==> src/rtl/cnn_stream_arbiter.sv <==
// Round-robin, packet-granular arbiter sharing one datapath between two streams,
// with a registered valid/ready output stage toward the PE array.
module cnn_stream_arbiter #(
  parameter int DATA_W    = 32,
  parameter int MAX_BURST = 16
) (
  input  logic              clk,
  input  logic              reset,
  input  logic              in0_valid,
  input  logic [DATA_W-1:0] in0_data,
  input  logic              in0_last,
  output logic              in0_ready,
  input  logic              in1_valid,
  input  logic [DATA_W-1:0] in1_data,
  input  logic              in1_last,
  output logic              in1_ready,
  output logic              out_valid,
  output logic [DATA_W-1:0] out_data,
  output logic              out_last,
  input  logic              out_ready,
  output logic              mux_sel,
  output logic              busy
);

  typedef enum logic [1:0] {IDLE, GRANT0, GRANT1} state_t;

  state_t            state;
  logic              ptr;
  logic [7:0]        count;
  logic              can_load;
  logic              accept;
  logic              sel_last;
  logic              end_grant;
  logic [DATA_W-1:0] sel_data;

  // The output register may take a new beat when empty or being drained this cycle.
  assign can_load  = !out_valid || out_ready;
  assign in0_ready = (state == GRANT0) && can_load;
  assign in1_ready = (state == GRANT1) && can_load;
  assign accept    = (in0_valid && in0_ready) || (in1_valid && in1_ready);

  assign sel_data  = mux_sel ? in1_data : in0_data;
  assign sel_last  = mux_sel ? in1_last : in0_last;

  // A grant ends on the packet's last beat or when the burst budget is used up.
  assign end_grant = sel_last || (({1'b0, count} + 9'd1) == 9'(MAX_BURST));

  always_ff @(posedge clk or posedge reset) begin
    if (reset) begin
      state     <= IDLE;
      ptr       <= 1'b0;
      count     <= 8'd0;
      out_valid <= 1'b0;
      out_data  <= '0;
      out_last  <= 1'b0;
      mux_sel   <= 1'b0;
      busy      <= 1'b0;
    end else begin
      if (accept) begin
        out_valid <= 1'b1;
        out_data  <= sel_data;
        out_last  <= end_grant;
      end else if (out_ready) begin
        out_valid <= 1'b0;
      end

      case (state)
        IDLE: begin
          if (in0_valid && (!in1_valid || !ptr)) begin
            state   <= GRANT0;
            busy    <= 1'b1;
            mux_sel <= 1'b0;
          end else if (in1_valid) begin
            state   <= GRANT1;
            busy    <= 1'b1;
            mux_sel <= 1'b1;
          end
        end
        GRANT0, GRANT1: begin
          if (accept) begin
            if (end_grant) begin
              state   <= IDLE;
              count   <= 8'd0;
              ptr     <= (state == GRANT0);
              busy    <= 1'b0;
              mux_sel <= 1'b0;
            end else begin
              count <= count + 8'd1;
            end
          end
        end
        default: begin
          state   <= IDLE;
          busy    <= 1'b0;
          mux_sel <= 1'b0;
        end
      endcase
    end
  end

endmodule

==> config.mk <==
export PLATFORM = sky130hd
export DESIGN_NAME = cnn_stream_arbiter
export DESIGN_NICKNAME = d
export VERILOG_FILES = /design/src/rtl/cnn_stream_arbiter.sv
export SDC_FILE = /design/constraint.sdc
export NUM_CORES = 1
export LEC_CHECK = 0
export ABC_AREA = 0
export BUFFER_PORTS_ARGS = -buffer_cell sky130_fd_sc_hd__buf_2
export CORE_ASPECT_RATIO = 2
export CORE_MARGIN = 3
export CORE_UTILIZATION = 50
export CTS_CLUSTER_DIAMETER = 200
export DETAILED_ROUTE_END_ITERATION = 7
export PLACE_DENSITY = 0.85
export SYNTH_ARGS = -nofsm -noshare
export SYNTH_HDL_FRONTEND = slang
export SYNTH_SLANG_ARGS = --single-unit
==> constraint.sdc <==
create_clock -name clk -period 3.9 [get_ports clk]
set_input_delay 0.195 -clock clk [delete_from_list [all_inputs] [get_ports clk]]
set_output_delay 0.195 -clock clk [all_outputs]
set_load 0.02 [all_outputs]
==> summary.md <==
• post-CTS clock slew at the launch and capture registers of the worst setup and hold paths: 0.09 ns
• Area Overhead vs Synth: 28.9%
• Synth Area in Adders: 2.16%
• CTS resizes: 0
• R2R Path End: count[4]$_DFFE_PP0P_
• number of clock buffers inserted by TritonCTS: 5
• wire length of the first global-routing pass: 8510 µm
• final standard cell utilization of the core: 67.6%
• post-synth cell types: 33
• number of setup violations in the final report: 0
• Detailed Route WL: 5380 µm
• synth warn: 0
• commonest register cell after synthesis: sky130_fd_sc_hd__dfrtp_1
• critical setup path kind: register to register
• buffer cell driving the clock tree root: sky130_fd_sc_hd__clkbuf_8
• largest family of logic cells by synthesized area: multiplexers
• Worst Setup End Kind: register
• proportion of register bits with asynchronous set or reset after synthesis: 100%
• num ports: 109
• number of nets in the finished design: 414
• Final period util: 59.0%
• final count of hold timing violations: 0
• final-layout setup total negative slack: 0 ns
• max cap viols: 0
• post-synthesis net count: 310
• x dimension of the die: 54.2 µm
• run status: finished, final reports clean
• total power density per cell area: 737 nW/µm²
• fraction of the mapped netlist area in compound gates: 13.9%
• sum of overflow across all layers after global routing: 0
• transition at the pin with the smallest max-transition slack: 0.963 ns
• clk buf depth: 2
• setup repair after global routing missed its margin: no
• clock tree from TritonCTS: built
• Fmax achieved: 435 MHz
• maximum fanout encountered on the critical timing path: 68
• IO Port Bufs: 108
• area taken by flip-flops and latches: 1150 µm²
• Setup crit start kind: register
• maximum number of pins on one net before global-route repair: 69
• antenna cells: 0
• Avg WL per Cell: 13.7 µm
• post-synthesis register bit count: 46
• synthesized instance count: 235
• reg-to-reg critical path startpoint: mux_sel$_DFFE_PP0P_
• Die H: 102 µm
• final estimated routing congestion in global placement: 0.844
• DRC violations left: 0
• Synth Area per Inst: 9.88 µm²
• dpl ws: 1.58 ns
• Max rail drop VDD: 542 µV
• number of DRC markers after the initial detailed-route iteration: 26
• count of antenna-violating nets left after detailed routing: 0
• fraction of layout instances using a drive strength above 1: 37.9%
• detailed placement HPWL: 4160 µm
• core area: 4420 µm²
• final critical-path setup slack: 1.60 ns
• number of flops mapped to enable cells by yosys: 0
• setup repair bufs after CTS: 0
• register area share after synthesis: 49.6%
• total clock sinks: 46
• number of H-tree levels: 2
• Worst EP arrival: 2.49 ns
• post-synthesis cell area: 2320 µm²
• filler cell count: 375
• xor and xnor fraction of the mapped netlist area: 0%
• Clock Skews: 0.0121 ns
• mux share of post-synthesis cell area: 15.5%
• final hold slack: 0.0895 ns
• Static Leakage: 1.52 nW
• vias per std cell: 5.21
• source-to-sink clock delay at the later pin of the worst-skew pair: 0.30 ns
• Relative slew margins: 35.6%
• simple-gate area share of the yosys netlist: 15.3%
• number of optimization iterations in the first detailed-route pass: 4
• number of cell rows: 34
• global-route total usage across every layer: 20.9%
• initial antenna violation count: 0
• reg-to-reg setup timing slack: 1.60 ns
• total die area: 5540 µm²
• Starting Density: 52.5%
• Data required, critical path: 4.09 ns
• final number of max-transition violations: 0
• area used by multi-input combinational logic: 1090 µm²
• logic depth of the worst register-to-register path: 6
• type of the worst min-delay path: primary input to async pin
• quantity of hold-fixing buffers added after cts: 0
• number of global-route vias before repair: 1998
• final critical path time including I/O delays and setup: 2.30 ns
• vias after detailed routing: 2054
[report_power, final]
part           internal [W]  switching, W  total (W)  leakage [nW]
Combinational      0.000389      0.000652    0.00104         0.880
Clock              0.000189      0.000162   0.000351        0.0579
Sequential         0.000683      0.000132   0.000814         0.580
[through the flow]
stage	power (W)	cells	area (µm²)
2_1_floorplan	0.00154	235	2320
3_3_place_gp	0.00184	386	2880
3_5_place_dp	0.00188	386	2880
4_1_cts	0.00222	394	2990
5_1_grt	0.00237	394	2990
6_report	0.00221	394	2990
[cells by family (layout without fill, tap and decap cells)]
group | count (synthesis) | in the layout
muxes | 35 | 35
buffers and inverters | 19 | 124
and+or+nand+nor | 77 | 77
adders and majority gates | 4 | 4
AOI/OAI and AO/OA | 54 | 54
DFF | 46 | 46
[Yosys cell counts, types with 3 or more instances]
cell,count,area [µm²]
sky130_fd_sc_hd__dfrtp_1,46,1150
sky130_fd_sc_hd__nand2_1,46,173
sky130_fd_sc_hd__o21ai_0,39,195
sky130_fd_sc_hd__mux2i_1,33,330
sky130_fd_sc_hd__nor2_1,10,37.5
sky130_fd_sc_hd__buf_2,9,45.0
sky130_fd_sc_hd__inv_1,7,26.3
sky130_fd_sc_hd__and2_1,4,25.0
sky130_fd_sc_hd__ha_1,4,50.1
sky130_fd_sc_hd__nand3_1,4,20.0
sky130_fd_sc_hd__clkbuf_1,3,11.3
sky130_fd_sc_hd__nand2b_1,3,18.8
sky130_fd_sc_hd__nor3_1,3,15.0
[sequential cells by signal (all words and copies together), names as in the netlist]
signal / cells
busy: 1
ptr: 1
mux_sel: 1
state: 1
out_valid: 1
out_data: 32
out_last: 1
count: 8
[worst max-delay path by stage]
stage | start | slack, ns | to
final | mux_sel$_DFFE_PP0P_ | 1.60 | count[4]$_DFFE_PP0P_
after CTS | mux_sel$_DFFE_PP0P_ | 1.57 | count[4]$_DFFE_PP0P_
after global placement | mux_sel$_DFFE_PP0P_ | 1.68 | count[4]$_DFFE_PP0P_
after floorplan | mux_sel$_DFFE_PP0P_ | 1.74 | busy$_DFFE_PP0P_
after global routing | mux_sel$_DFFE_PP0P_ | 1.39 | count[0]$_DFFE_PP0P_
after detailed placement | mux_sel$_DFFE_PP0P_ | 1.58 | count[4]$_DFFE_PP0P_
[per-layer routing]
metal | track usage (%) | vias to the layer above | part of all wire, %
met5 | 0 | - | 0
met4 | 7.68 | 0 | 1.8
met3 | 4.82 | 8 | 6.7
met2 | 37.7 | 91 | 55
met1 | 22.4 | 940 | 37
li1 | - | 1015 | -
[worst max-delay path: stages, from the launching register on]
cell and delay, ns:
sky130_fd_sc_hd__dfrtp_2 0.44, sky130_fd_sc_hd__inv_1 0.10, sky130_fd_sc_hd__ha_1 0.23, sky130_fd_sc_hd__a22o_1 0.25
sky130_fd_sc_hd__nand2_2 0.71, sky130_fd_sc_hd__nor2_1 0.18, sky130_fd_sc_hd__a32o_1 0.27
[final cells by class]
type	instances	area share, %
well taps	54	2.26
repair buffers	109	18.3
multi-input cells	170	36.4
clock inverters	3	1.34
clock buffers	5	2.30
inverters	7	0.878
flip-flops and latches	46	38.5
[placed cells by master, fill, tap and decap left out, types with 2 or more instances in the layout]
master and count:
sky130_fd_sc_hd__o21ai_0 39, sky130_fd_sc_hd__a211oi_2 2, sky130_fd_sc_hd__clkbuf_8 5, sky130_fd_sc_hd__buf_2 108
sky130_fd_sc_hd__o22ai_1 2, sky130_fd_sc_hd__nand2b_1 3, sky130_fd_sc_hd__nor3_1 3, sky130_fd_sc_hd__dfrtp_1 45
sky130_fd_sc_hd__a21oi_1 2, sky130_fd_sc_hd__nand3_1 4, sky130_fd_sc_hd__nor2_1 10, sky130_fd_sc_hd__inv_1 6
sky130_fd_sc_hd__ha_1 4, sky130_fd_sc_hd__and2_1 4, sky130_fd_sc_hd__nand2_1 45, sky130_fd_sc_hd__clkinv_2 2
sky130_fd_sc_hd__mux2_4 2, sky130_fd_sc_hd__mux2i_1 33, sky130_fd_sc_hd__nand2_2 2
Note: power is estimated with default switching activity, not from simulation.
